**src/rtl/tetris_pkg.sv**
```systemverilog
// Shared playfield constants, line-clear FSM state encoding and the score table.
package tetris_pkg;

  localparam int ROWS   = 20;
  localparam int COLS   = 10;
  localparam int CELL_W = 5;

  typedef enum logic [2:0] {
    IDLE = 3'd0,
    RD   = 3'd1,
    CAP  = 3'd2,
    WR   = 3'd3,
    FILL = 3'd4,
    DONE = 3'd5
  } state_t;

  function automatic logic [15:0] line_score(input int unsigned n);
    case (n)
      0:       line_score = 16'd0;
      1:       line_score = 16'd100;
      2:       line_score = 16'd300;
      3:       line_score = 16'd500;
      default: line_score = 16'd800;
    endcase
  endfunction

endpackage

```
**src/rtl/tetris_row_full_detect.sv**
```systemverilog
// Combinational full-row flag: every cell code of the row is non-zero.
module tetris_row_full_detect
  import tetris_pkg::*;
#(
  parameter int COLS   = tetris_pkg::COLS,
  parameter int CELL_W = tetris_pkg::CELL_W
) (
  input  logic [COLS*CELL_W-1:0] row,
  output logic                   full
);

  always_comb begin
    full = 1'b1;
    for (int c = 0; c < COLS; c++) begin
      if (row[c*CELL_W +: CELL_W] == '0) full = 1'b0;
    end
  end

endmodule

```
**src/rtl/tetris_row_clear_ctrl.sv**
```systemverilog
// Bottom-up line-clear sequencer sharing one row port with video (video wins).
// Optional macro ROW_CLEAR_SCORE_EN builds the score table; otherwise score_add is 0.
module tetris_row_clear_ctrl
  import tetris_pkg::*;
#(
  parameter int ROWS   = tetris_pkg::ROWS,
  parameter int COLS   = tetris_pkg::COLS,
  parameter int CELL_W = tetris_pkg::CELL_W
) (
  input  logic                             CLOCK_50,
  input  logic                             RESET_N,
  input  logic                             start,
  output logic                             busy,
  output logic                             done,
  output logic [$clog2(ROWS+1)-1:0]        lines_cleared,
  output logic [15:0]                      score_add,
  output logic [$clog2(ROWS)-1:0]          mem_addr,
  output logic                             mem_rd,
  output logic                             mem_wr,
  output logic [COLS*CELL_W-1:0]           mem_wdata,
  input  logic [COLS*CELL_W-1:0]           mem_rdata,
  input  logic                             vid_req,
  input  logic [$clog2(ROWS)-1:0]          vid_addr,
  output logic                             vid_gnt
);

  localparam int ROW_W = COLS * CELL_W;
  localparam int AW    = $clog2(ROWS);
  localparam int LW    = $clog2(ROWS + 1);

  state_t           state;
  logic [AW-1:0]    rd_ptr, wr_ptr;
  logic [LW-1:0]    cnt;
  logic [ROW_W-1:0] row_q;
  logic             row_full;
  logic             wr_needed;

  logic [AW-1:0]    ctrl_addr;
  logic             ctrl_rd, ctrl_wr;
  logic [ROW_W-1:0] ctrl_wdata;

  tetris_row_full_detect #(.COLS(COLS), .CELL_W(CELL_W)) u_full (
    .row  (row_q),
    .full (row_full)
  );

  // A surviving row only moves once a full row has been dropped below it.
  assign wr_needed = !row_full && (wr_ptr != rd_ptr);

  always_ff @(posedge CLOCK_50) begin
    if (!RESET_N) begin
      state         <= IDLE;
      rd_ptr        <= '0;
      wr_ptr        <= '0;
      cnt           <= '0;
      lines_cleared <= '0;
    end else begin
      case (state)
        IDLE: if (start) begin
          state  <= RD;
          rd_ptr <= AW'(ROWS - 1);
          wr_ptr <= AW'(ROWS - 1);
          cnt    <= '0;
        end
        RD:   if (!vid_req) state <= CAP;
        CAP:  state <= WR;
        WR: if (!(wr_needed && vid_req)) begin
          if (row_full)            cnt    <= cnt + 1'b1;
          else if (wr_ptr != '0)   wr_ptr <= wr_ptr - 1'b1;
          if (rd_ptr != '0) begin
            rd_ptr <= rd_ptr - 1'b1;
            state  <= RD;
          end else if (row_full || cnt != '0) begin
            state  <= FILL;
          end else begin
            state  <= DONE;
          end
        end
        FILL: if (!vid_req) begin
          if (wr_ptr == '0) state  <= DONE;
          else              wr_ptr <= wr_ptr - 1'b1;
        end
        DONE: begin
          lines_cleared <= cnt;
          state         <= IDLE;
        end
        default: state <= IDLE;
      endcase
    end
  end

  // Read data returns one cycle after RD issues, i.e. while in CAP.
  always_ff @(posedge CLOCK_50) begin
    if (state == CAP) row_q <= mem_rdata;
  end

`ifdef ROW_CLEAR_SCORE_EN
  always_ff @(posedge CLOCK_50) begin
    if (!RESET_N)           score_add <= '0;
    else if (state == DONE) score_add <= line_score(32'(cnt));
  end
`else
  assign score_add = '0;
`endif

  always_comb begin
    ctrl_addr  = '0;
    ctrl_rd    = 1'b0;
    ctrl_wr    = 1'b0;
    ctrl_wdata = '0;
    case (state)
      RD: begin
        ctrl_addr = rd_ptr;
        ctrl_rd   = 1'b1;
      end
      WR: if (wr_needed) begin
        ctrl_addr  = wr_ptr;
        ctrl_wr    = 1'b1;
        ctrl_wdata = row_q;
      end
      FILL: begin
        ctrl_addr = wr_ptr;
        ctrl_wr   = 1'b1;
      end
      default: ;
    endcase
  end

  assign mem_addr  = vid_req ? vid_addr : ctrl_addr;
  assign mem_rd    = vid_req | ctrl_rd;
  assign mem_wr    = !vid_req & ctrl_wr;
  assign mem_wdata = vid_req ? '0 : ctrl_wdata;
  assign vid_gnt   = vid_req;
  assign busy      = (state != IDLE);
  assign done      = (state == DONE);

endmodule

```
**config.mk**
```make
export PLATFORM = sky130hd
export DESIGN_NAME = tetris_row_clear_ctrl
export DESIGN_NICKNAME = d
export VERILOG_FILES = /design/src/rtl/tetris_pkg.sv /design/src/rtl/tetris_row_full_detect.sv /design/src/rtl/tetris_row_clear_ctrl.sv
export SDC_FILE = /design/constraint.sdc
export NUM_CORES = 1
export LEC_CHECK = 0
export BUFFER_PORTS_ARGS = -buffer_cell sky130_fd_sc_hd__buf_2
export CAP_MARGIN = 25
export CORE_AREA = 8 8 96 98
export DETAILED_ROUTE_END_ITERATION = 8
export DIE_AREA = 0 0 104 106
export GPL_TIMING_DRIVEN = 0
export HOLD_SLACK_MARGIN = 0.1
export PLACE_DENSITY = 0.8
export SLEW_MARGIN = 0
export SYNTH_ARGS = -nofsm -noshare
export SYNTH_HDL_FRONTEND = slang
export SYNTH_SLANG_ARGS = --single-unit
```
**constraint.sdc**
```tcl
create_clock -name CLOCK_50 -period 4.8 [get_ports CLOCK_50]
set_input_delay 0.96 -clock CLOCK_50 [delete_from_list [all_inputs] [get_ports CLOCK_50]]
set_output_delay 0.96 -clock CLOCK_50 [all_outputs]
set_load 0.05 [all_outputs]
```
Word-level counts from Yosys, hierarchy flattened

Cells that the tools add are included.

Register bits after elaboration: 73
Input bits: 59
Output and inout port bits: 81

Add/sub/neg operators: 3
Equality and inequality tests: 16
Mux-type cells: 41
Bitwise operators: 2
Reduce and logical (&&, ||, !) cells: 27

Operators with widths:

| cell                                                                  | number |
|---|---|
| 50-bit two-way mux                                                    | 3 |
| 5-bit two-way mux                                                     | 13 |
| 5-bit zero test                                                       | 11 |
| 5-bit case mux with 3 select lines                                    | 2 |
| 2-bit inequality test, second input constant                          | 10 |
| 5-bit case mux with 2 select lines                                    | 2 |
| 3-bit two-way mux                                                     | 6 |
| 3-bit case mux with 5 select lines                                    | 1 |
| 5-bit nonzero test                                                    | 3 |
| 1-bit two-way mux                                                     | 13 |
| 5-bit by 1-bit subtractor with 5-bit output, second input constant    | 2 |
| 4-bit AND reduction                                                   | 2 |
| 7-bit AND reduction                                                   | 1 |
| 3-bit by 2-bit equality test with 1-bit output, second input constant | 2 |
| 3-bit equality test, second input constant                            | 2 |
| 3-bit nonzero test                                                    | 2 |
| 5-bit by 1-bit adder with 5-bit output, second input constant         | 1 |
| 5-bit inequality test                                                 | 1 |
| 5-bit AND reduction                                                   | 1 |
| 3-bit by 1-bit equality test with 1-bit output, second input constant | 1 |
| 3-bit zero test                                                       | 1 |
| 1-bit logical AND                                                     | 2 |
| 1-bit zero test                                                       | 2 |
| 1-bit case mux with 2 select lines                                    | 1 |
| 4 further kinds                                                       | 4 |

Logic depth before layout (Yosys ltp)

Gate-level depths: netlist (run 1).

Depth after elaboration: 16
Gate-level depth with buffers: 8
Depth with buffers taken out: 7

Modules after synthesis

From an unflattened synthesis (run 1), not the netlist that was laid out.

Cells, all modules: 333
Area total of the unflattened synthesis: 3,672.3 um2

Modules (own cells, without submodules):

| module                 | instances | cells an instance | area each (um2) |
|---|---|---|---|
| tetris_row_clear_ctrl  | 1         | 310               | 3,540.9 |
| tetris_row_full_detect | 1         | 23                | 131.4 |

Worst setup path after synthesis (run 1)

No wires, ideal clock.

Kind: flip-flop to output port
From: register row_q[16]
To: output port mem_addr[0]
Data arrival time: 2,476 ps
Data required time: 3,840 ps
Setup slack: 1,364 ps
Cell stages (with the launch flop): 7
Path buffers: 0
Path through: edfxtp_1 -> or4_1 -> nor2_1 -> nor4_4 -> a31o_2 -> a21oi_2 -> a21o_1

Cells in the longest elaborated chain, start to end: 13

RTL lines:

| item                               | line                         | RTL |
|---|---|---|
| from (decl)                        | tetris_row_clear_ctrl.sv:34  | `logic [ROW_W-1:0] row_q;` |
| from (signal assigned)             | tetris_row_clear_ctrl.sv:94  | `if (state == CAP) row_q <= mem_rdata;` |
| 5-bit zero test                    | tetris_row_full_detect.sv:15 | `if (row[c*CELL_W +: CELL_W] == '0) full = 1'b0;` |
| 1-bit two-way mux (7 in a row)     | tetris_row_full_detect.sv:15 |  |
| 1-bit zero test                    | tetris_row_clear_ctrl.sv:48  | `assign wr_needed = !row_full && (wr_ptr != rd_ptr);` |
| 1-bit logical AND                  | tetris_row_clear_ctrl.sv:48  |  |
| 5-bit two-way mux                  | tetris_row_clear_ctrl.sv:116 | `WR: if (wr_needed) begin` |
| 5-bit case mux with 3 select lines | tetris_row_clear_ctrl.sv:111 | `case (state)` |
| 5-bit two-way mux                  | tetris_row_clear_ctrl.sv:129 | `assign mem_addr = vid_req ? vid_addr : ctrl_addr;` |
| to (decl)                          | tetris_row_clear_ctrl.sv:17  | `output logic [$clog2(ROWS)-1:0] mem_addr,` |

No other way between the ends.

Worst setup path in the final report (run 1)

From: register row_q[0]
To: output port mem_wdata[2]

Cells in the longest elaborated chain, start to end: 16

RTL lines:

| item                            | line                         | RTL |
|---|---|---|
| 5-bit zero test                 | tetris_row_full_detect.sv:15 |  |
| 1-bit two-way mux (10 in a row) | tetris_row_full_detect.sv:15 |  |
| 1-bit zero test                 | tetris_row_clear_ctrl.sv:48  |  |
| 1-bit logical AND               | tetris_row_clear_ctrl.sv:48  |  |
| 50-bit two-way mux              | tetris_row_clear_ctrl.sv:116 |  |
| 50-bit two-way mux              | tetris_row_clear_ctrl.sv:111 |  |
| 50-bit two-way mux              | tetris_row_clear_ctrl.sv:132 | `assign mem_wdata = vid_req ? '0 : ctrl_wdata;` |
| to (decl)                       | tetris_row_clear_ctrl.sv:20  | `output logic [COLS*CELL_W-1:0] mem_wdata,` |

No other way between the ends.

==> flow_summary.yaml, run 1 <==
critical_path:
  cpPeakStageDelay_ns: 0.54
  crit_fanout: 10
  crit_family: "simple AND/OR/NAND/NOR gates"
  path_buf_inv: 2
  cp_cell_sequence: "or4_1, o22ai_1, nor3_2, a31o_2, nor2_2, buf_2, and2_1, buf_2"
  startpoint_type: "register"
  cp_data_required_time_ns: 3.84
  critPathKind: "register to output pin"
  cp.arrival_ns: 2.83
  worstSetupEndpointType: "output pin"
  cp_slowest_cell: "or4_1"
  cp_common_cell: "buf_2"
grt:
  grt_overflow_total: 0
  grt_max_degree: 28
  grt_pass1_wl_mm: 15.3
  grt_usage_pct: 17.1
  first_global_vias: 3224
  antenna_found_initial: 0
drt:
  vias_per_cell: 5.20
  drt_drc_violations_left: 0
  antenna_left: 0
  routed_wl_mm: 9.62
  vias: 3107
  dr.pass1.iters: 4
  wl_per_cell_um: 16.1
  drt_iter0_drc: 255
  top_layer: "met4"
  m1WireLength_mm: 3.75
  dr_wl_met2_mm: 4.57
  wl_met3_mm: 1.03
job:
  drv_cap: 0
placement:
  portBuffers: 122
  hpwl_mm: 7.65
  gp_congestion: 0.881
timing:
  tns_ns: 0
  finalCritPeriodShare_pct: 78.9
  finalCriticalPeriod_ns: 3.79
  setup_viol_count_final: 0
  hold_violations: 0
  skew_ns: 0.0137
  maxSlewViolCount: 0
  rsz0062_at_grt: "no"
  relSlewSlack_pct: 53.0
  tightest_slew_ns: 0.699
  fmax_mhz: 264
logic_synthesis:
  synth_xor_area_share_pct: 1.21
  synth_cell_types: 50
  postSynthCellCount: 338
  synth_compound_area_share_pct: 12.4
  synth_top_family_by_area: "simple AND/OR/NAND/NOR gates"
  synthAdderAreaFrac_pct: 2.07
  ys.flop_type: "edfxtp_1"
  synth_async_sr_flop_share_pct: 0
  synth-simple-area-share_pct: 22.5
  yosysSeqAreaShare_pct: 54.0
  syn_area_um2: 3630
  synth_warnings: 0
  synth-seq-cells: 73
  synthMuxAreaShare_pct: 1.10
  synth_edf_count: 50
  avgSynthCellArea_um2: 10.7
power:
  power_density_nw_per_um2: 343
  irDropWorstVdd_mv: 0.227
  p_leak_nw: 2.14
clocking:
  post_cts_buffers: 0
  holdBufCountCts: 0
  cts_made_buffers: 9
  ctsResizeCount: 0
  clock_latency_ns: 0.34
  htreeDepth: 3
  cts_tree: "done"
  cts-root-buf: "clkbuf_8"
  cts.sinks: 73
  cts_buffer_depth: 2
  cts.reportedPaths.clkPinSlew_ns: 0.08
finish:
  layout_commonest_cell: "buf_2"
  final_nets: 552
  layout_common_cells: "buf_2 (131), and2_1 (50), edfxtp_1 (50)"
  fin_util_pct: 59.6
  syn2layout_area_growth_pct: 28.8
  fill_cells: 639
  drive_above_1_share_pct: 35.6
  diodes: 0
min_path:
  hp-class: "register to register"
run_status:
  status: "finished clean"
floorplan:
  ioPinCount: 140
  coreArea_um2: 7850
  die_area_um2: 11000
  row_count: 33
  start_util_pct: 46.3
  fp.dieH_um: 106
  dieWidth_um: 104
## cell families (layout without fill, tap and decap cells)
| logic type | after synthesis | after routing |
|---|---|---|
| XOR/XNOR | 5 | 5 |
| AO/OA/AOI/OAI | 63 | 63 |
| buffers and inverters | 44 | 183 |
| multiplexers | 4 | 4 |
| AND/OR/NAND/NOR | 142 | 142 |
| adder cells (fa/ha/maj) | 6 | 6 |
| flip-flops | 73 | 73 |
| other | 1 | 16 |
## power breakdown
part           switching [mW]  internal (mW)  total (mW)
Clock                   0.235          0.296       0.531
Sequential             0.0365          0.726       0.762
Combinational           0.201          0.111       0.312
Total                   0.473           1.13        1.60
## worst register-to-register path, cell delays in order (launching register included)
cell and delay [ns]:
edfxtp_1 0.43, or4_1 0.54, o22ai_1 0.22, nor3_2 0.13
nand4_1 0.20, buf_2 0.27, nand3_1 0.22, a211oi_2 0.27
## registers in the layout, summed over array words and instances (netlist names)
signal and count:
row_q 50, lines_cleared 5, wr_ptr 5, state 3
rd_ptr 5, cnt 5
## synthesized netlist by cell type (3+ instances only)
| cell type | number | area, µm² |
|---|---|---|
| a21oi_1 | 16 | 80.1 |
| or3_1 | 3 | 18.8 |
| inv_1 | 13 | 48.8 |
| nor3_1 | 7 | 35.0 |
| buf_4 | 17 | 128 |
| nor2_1 | 24 | 90.1 |
| mux2i_1 | 4 | 40.0 |
| nand3_1 | 8 | 40.0 |
| a21o_1 | 7 | 52.6 |
| buf_2 | 9 | 45.0 |
| ha_1 | 6 | 75.1 |
| xnor2_1 | 5 | 43.8 |
| o21ai_0 | 8 | 40.0 |
| or4_1 | 11 | 82.6 |
| edfxtp_1 | 50 | 1500 |
| clkbuf_1 | 5 | 18.8 |
| and2_1 | 51 | 319 |
| a22o_1 | 5 | 43.8 |
| nand2_1 | 20 | 75.1 |
| dfxtp_1 | 23 | 460 |
## through the flow
stage	worst slack, ns	cells	instance area (µm²)	hold WS, ns	total power, mW
6_report	1.01	597	4680	0.495	1.60
5_1_grt	0.808	597	4680	0.527	1.67
4_1_cts	0.953	597	4680	0.502	1.61
3_5_place_dp	1.29	581	4460	0.483	1.08
3_3_place_gp	1.31	580	4430	0.468	1.07
2_1_floorplan	1.36	353	3690	0.461	0.996
## path summary, 6_finish.rpt
kind         cells after the start  slack (ns)          endpoint             start
max                              8        1.01      mem_wdata[2]          row_q[0]
min                              2        0.50  lines_cleared[2]  lines_cleared[2]
max reg2reg                      7        2.45         wr_ptr[0]          row_q[0]
min reg2reg                      2        0.50  lines_cleared[2]  lines_cleared[2]
## routing by layer
metal / GRT usage, % / vias to the layer above
met5: 0 / -
met4: 8.69 / 0
met3: 6.35 / 24
met2: 28.9 / 167
met1: 18.6 / 1431
li1: - / 1485
## layout make-up
type                            instances  area, µm²  area share (%)
Timing Repair Buffer                  123        638            13.6
Clock inverter                          6       91.3            1.95
Multi-Input combinational cell        236       1490            31.8
Clock buffer                           10        128            2.73
Sequential cell                        73       1960            41.9
Tap cell                              105        131            2.81
Inverter                               13       48.8            1.04
Buffer                                 31        191            4.09
No activity file was read; power rests on OpenSTA's default activity.
==> run 2, diff against run 1 <==
Settings changed: ABC_AREA from default to 1, CORE_AREA 8 8 96 98 to 8 8 101 103, DIE_AREA 0 0 104 106 to 0 0 109 111, PLACE_DENSITY 0.8 to 0.78.
Clock period 4.8 ns to 3.13 ns, I/O delays scaled along.
==> run 2 against run 1 <==
Effect of this change:
- register-to-register slack got worse by 1.2 ns
- clock power increased by 53%
- worst setup slack got worse by 0.73 ns
- sequential share of layout area decreased by 1.6 points
- critical path depth unchanged
- final cell count increased by 19%
- largest cell class unchanged
- largest power group is now combinational logic
- highest routed layer unchanged
==> flow_summary.yaml, run 2 <==
timing:
  finalCriticalPeriod_ns: 2.85
  setup_viol_count_final: 0
  tightest_slew_ns: 0.981
  setup_slack_ns: 0.282
  finalCritPeriodShare_pct: 91.0
  maxSlewViolCount: 0
  fmax_mhz: 351
  hold_ws_ns: 0.454
  hold_violations: 0
  skew_ns: 0.00598
  rsz0062_at_grt: "no"
  relSlewSlack_pct: 34.4
finish:
  final_nets: 661
  diodes: 0
  fin_util_pct: 56.9
  layout_commonest_cell: "buf_2"
  fill_cells: 779
  drive_above_1_share_pct: 32.1
  multi_input_area_um2: 1390
  largest_register: "row_q"
  design_area_um2: 4860
  regArea_um2: 1960
  syn2layout_area_growth_pct: 28.5
  layout_common_cells: "buf_2 (130), nor2_1 (96), inv_1 (73)"
  largest_register_ffs: 50
placement:
  portBuffers: 123
  hpwl_mm: 8.02
  detailedPlace.worstSlack_ns: 0.670
  dpl_cell_area_um2: 4650
  gp_congestion: 0.841
min_path:
  hp-class: "input port to register"
  min_to: "row_q[21]"
  min-delay-start: "mem_rdata[21]"
  min_delay_path_depth: 1
clocking:
  cts-root-buf: "clkbuf_8"
  post_cts_buffers: 0
  cts_made_buffers: 9
  ctsResizeCount: 0
  cts.reportedPaths.clkPinSlew_ns: 0.08
  cts_buffer_depth: 2
  cts_tree: "done"
  htreeDepth: 3
  clock_latency_ns: 0.34
  cts.sinks: 73
  holdBufCountCts: 0
floorplan:
  row_count: 34
  coreArea_um2: 8550
  die_area_um2: 12100
  fp.dieH_um: 111
  ioPinCount: 140
  start_util_pct: 44.3
  dieWidth_um: 109
critical_path:
  r2r_cells: 8
  cp_data_required_time_ns: 2.50
  crit_fanout: 10
  rr_startpoint: "rd_ptr[0]"
  worstSetupEndpointType: "output pin"
  reg2reg_to: "cnt[1]"
  startpoint_type: "register"
  r2r_slack_ns: 1.26
  cp.arrival_ns: 2.22
  critPathKind: "register to output pin"
  startpoint: "state[0]"
logic_synthesis:
  yosysMostFrequentCell: "nor2_1"
  yosysSeqAreaShare_pct: 51.8
  ys.flop_type: "edfxtp_1"
  synth_area_leaders: "edfxtp_1 (40%), dfxtp_1 (12%), nor2_1 (9.5%)"
  synth-seq-cells: 73
  synth_edf_count: 50
  synth_commonest_cells: "nor2_1 (96), inv_1 (73), nand2_1 (56), edfxtp_1 (50), dfxtp_1 (23)"
  postSynthCellCount: 445
  avgSynthCellArea_um2: 8.51
  yosysTopAreaCellShare_pct: 39.7
  synth_async_sr_flop_share_pct: 0
  syn_area_um2: 3780
  synth_cell_types: 33
  synth_warnings: 0
  synth_area_leader_cell: "edfxtp_1"
grt:
  grt_usage_pct: 16.1
  grt_pass1_wl_mm: 15.6
  first_global_vias: 3226
  grt_max_degree: 22
  grt_overflow_total: 0
  antenna_found_initial: 0
drt:
  drt_iter0_drc: 161
  antenna_left: 0
  vias_per_cell: 4.64
  dr.pass1.iters: 5
  routed_wl_mm: 10.1
  vias: 3287
  wl_per_cell_um: 14.2
  drt_drc_violations_left: 0
power:
  p_leak_nw: 2.50
  irDropWorstVdd_mv: 0.480
  power_density_nw_per_um2: 781
  totalPowerFinal_mw: 3.80
run_status:
  status: "finished clean"
job:
  drv_cap: 0
-- run 2: cell types whose count changed after synthesis, sizes merged, moves of 12 or more --
| cell | before | now |
|---|---|---|
| nor2 | 26 | 102 |
| inv | 13 | 80 |
| and2 | 52 | 0 |
| nand2 | 20 | 60 |
| nand3 | 8 | 26 |
| nand4 | 2 | 14 |
-- run 2: metal layers --
metal | global-route usage (%) | up-vias | part of all wire, %
met5 | 0 | - | 0
met4 | 4.75 | 0 | 1.2
met3 | 3.08 | 13 | 8.2
met2 | 28.7 | 131 | 49
met1 | 18.8 | 1461 | 41
li1 | - | 1682 | -
-- run 2: where the power goes --
group / internal, mW / switching (mW) / leakage (nW)
logic: 0.486 / 1.02 / 1.75
registers: 1.33 / 0.151 / 0.649
clock network: 0.452 / 0.358 / 0.0991
total: 2.27 / 1.53 / 2.50
-- run 2: final cells by class --
class	instances	area share, %
Sequential cell	73	40.3
Clock inverter	6	1.88
Buffer	28	4.04
Multi-Input combinational cell	278	28.6
Timing Repair Buffer	125	13.5
Tap cell	108	2.78
Clock buffer	10	2.62
Inverter	81	6.25
-- run 2: how the worst max path moves through the flow --
stage | to | slack [ns]
6_report | mem_wdata[7] | 0.28
5_1_grt | mem_wdata[7] | 0.12
4_1_cts | mem_wdata[7] | 0.28
3_5_place_dp | mem_wdata[7] | 0.67
3_3_place_gp | state[1] | -0.62
2_1_floorplan | state[1] | 0.15
-- run 2: stage by stage --
stage	setup TNS, ns	std cells
after global placement	-22.60	691
after floorplan	0	460
after global routing	0	709
final	0	709
after detailed placement	0	693
after CTS	0	709
-- run 2: critical path, cell delays in order (launching register included) --
cell     delay, ns
dfxtp_1       0.50
nand3_2       0.18
inv_2         0.14
nand2_1       0.08
inv_2         0.09
nand3_1       0.21
buf_2         0.26
nor2_1        0.13
buf_2         0.29
-- run 2: cells by family (layout without fill, tap and decap cells) --
group,count (synthesis),after routing,share of synthesized area [%]
and+or+nand+nor,205,205,24.9
buffers and inverters,109,250,13.2
DFF,73,73,51.8
AOI/OAI and AO/OA,43,43,6.15
xor gates and xnor gates,8,8,1.85
adders and majority gates,6,6,1.98
other,1,16,0.0991
==> run 3, diff against run 2 <==
Settings changed: CORE_AREA 8 8 101 103 to 8 8 102 104, DIE_AREA 0 0 109 111 to 0 0 110 112, PLACE_DENSITY 0.78 to 0.77, SYNTH_HIERARCHICAL from default to 1.
==> run 3 against run 2 <==
Effect of this change:
- utilization down 1.2 points
- first-iteration DRC count up 17%
- clock-buffer cell count up 4
==> flow_summary.yaml, run 3 <==
run_status:
  status: "finished clean"
finish:
  layoutNonFillerInstCount: 729
  regArea_um2: 1960
  diodes: 0
  largest_register_ffs: 50
  multi_input_area_um2: 1410
  layout_common_cells: "buf_2 (111), nor2_1 (100), nand2_1 (83)"
  drive_above_1_share_pct: 31.1
  syn2layout_area_growth_pct: 29.6
  largest_register: "row_q"
  fin_util_pct: 55.7
  layout_commonest_cell: "buf_2"
  design_area_um2: 4950
  final_nets: 678
  fill_cells: 843
min_path:
  hp-class: "input port to register"
clocking:
  cts-root-buf: "clkbuf_8"
  holdBufCountCts: 0
  post_cts_buffers: 0
  cts_buffer_depth: 2
  clock_latency_ns: 0.34
  cts.sinks: 73
  cts_tree: "done"
  htreeDepth: 3
  ctsResizeCount: 2
  cts_made_buffers: 9
  cts.reportedPaths.clkPinSlew_ns: 0.08
drt:
  drt_iter0_drc: 188
  vias: 3373
  vias_per_cell: 4.63
  wl_per_cell_um: 13.7
  antenna_left: 0
  dr.pass1.iters: 4
  drt_drc_violations_left: 0
  routed_wl_mm: 9.97
power:
  p_leak_nw: 2.56
  power_density_nw_per_um2: 751
  irDropWorstVdd_mv: 0.723
grt:
  grt_usage_pct: 15.9
  grt_overflow_total: 0
  antenna_found_initial: 0
  first_global_vias: 3278
  met1_usage_pct: 18.9
  grt_max_degree: 31
  grt_use_met2_pct: 26.7
  gr-max-usage-layer: "met2"
  grtUsageMet3_pct: 4.85
  grt_pass1_wl_mm: 15.5
timing:
  fmax_mhz: 338
  finalCriticalPeriod_ns: 2.95
  hold_violations: 0
  finalCritPeriodShare_pct: 94.4
  hold_ws_ns: 0.453
  setup_slack_ns: 0.175
  tightest_slew_ns: 0.518
  setup_viol_count_final: 0
  rsz0062_at_grt: "yes"
  skew_ns: 0.0119
  maxSlewViolCount: 0
  relSlewSlack_pct: 65.5
floorplan:
  start_util_pct: 43.0
  coreArea_um2: 8890
  die_area_um2: 12300
  row_count: 35
  dieWidth_um: 110
  ioPinCount: 140
  fp.dieH_um: 112
logic_synthesis:
  synth_async_sr_flop_share_pct: 0
  syn_area_um2: 3820
  yosysMostFrequentCell: "nor2_1"
  synth_warnings: 6
  synth-seq-cells: 73
  synth_edf_count: 50
  ys.flop_type: "edfxtp_1"
  synth_cell_types: 33
  yosysSeqAreaShare_pct: 51.4
  synth_area_leaders: "edfxtp_1 (39%), dfxtp_1 (12%), nor2_1 (10%)"
  yosysTopAreaCellShare_pct: 39.3
  avgSynthCellArea_um2: 8.21
  postSynthCellCount: 465
  synth_area_leader_cell: "edfxtp_1"
  synth_commonest_cells: "nor2_1 (102), nand2_1 (83), inv_1 (75), edfxtp_1 (50), dfxtp_1 (23)"
placement:
  place_inst: 713
  gp_congestion: 0.884
  detailedPlace.worstSlack_ns: 0.301
  portBuffers: 121
  hpwl_mm: 7.76
  dpl_cell_area_um2: 4640
critical_path:
  critPathKind: "register to output pin"
  cp.arrival_ns: 2.33
  cp_slowest_cell: "edfxtp_1"
  cp_common_cell: "nand2_1"
  cpPeakStageDelay_ns: 0.38
  cp_data_required_time_ns: 2.50
  worstSetupEndpointType: "output pin"
  startpoint_type: "register"
  cp_cell_sequence: "nor2_1, nand3b_1, nand2_1, nor2_1, nand2_1, nor2_2, inv_1, nand2_2, clkinv_2, nand2_1, nand2_1, nand2_1, o21ai_0, nand2_1, nand2_1, buf_2"
  crit_fanout: 5
job:
  drv_cap: 0
run 3: cell count changes after synthesis, moves of 3 or more:
cell / change
a21oi_1: -7
a22oi_1: -5
nand2_1: +27
nand3_1: -9
nand3b_1: +6
nand4_1: -3
nor2_1: +6
nor3_1: +8
o21ai_0: -3
xnor2_1: -3
run 3: layout make-up:
class / instances / area share [%]
Timing Repair Buffer: 122 / 13.6
Multi-Input combinational cell: 292 / 28.5
Inverter: 87 / 6.67
Buffer: 28 / 3.77
Sequential cell: 73 / 39.6
Clock inverter: 2 / 0.784
Tap cell: 111 / 2.81
Clock buffer: 14 / 4.17
run 3: metrics by stage:
step	power, mW	setup TNS (ns)
6_report	3.72	0
5_1_grt	4.00	-0.191
4_1_cts	3.73	0
3_5_place_dp	2.85	0
3_3_place_gp	2.80	0
2_1_floorplan	2.52	0
run 3: worst paths after layout:
kind	startpoint	end	slack (ns)	depth (start not counted)
max	row_q[18]	mem_addr[4]	0.18	16
min	mem_rdata[9]	row_q[9]	0.45	1
max reg2reg	row_q[18]	rd_ptr[1]	1.22	15
min reg2reg	cnt[4]	cnt[4]	0.49	2
run 3: worst max-delay path: cells and delay by family (launching register included):
family	cells	cell delay, ns
flops	1	0.38
buf+inv	3	0.38
compound gates	1	0.10
simple gates	12	1.13
run 3: layer usage:
layer  share of wire [%]  vias up
li1                    -     1712
met1                  41     1506
met2                  48      147
met3                  10        8
met4                 1.1        0
met5                   0        -
run 3: cells by family (layout without fill, tap and decap cells):
family / Yosys count / in the layout / share of synthesized area [%]
other cells: 1 / 16 / 0.0982
fa+ha+maj: 6 / 6 / 1.97
xor+xnor: 5 / 5 / 1.15
compound gates: 30 / 30 / 4.16
flops: 73 / 73 / 51.4
buf+inv: 115 / 253 / 13.5
simple gates: 235 / 235 / 27.7
run 3: report_power, final:
group          leakage, nW  internal, mW  switching (mW)
Clock                0.122         0.516           0.349
Sequential           0.642          1.24           0.131
Combinational         1.80         0.457            1.03
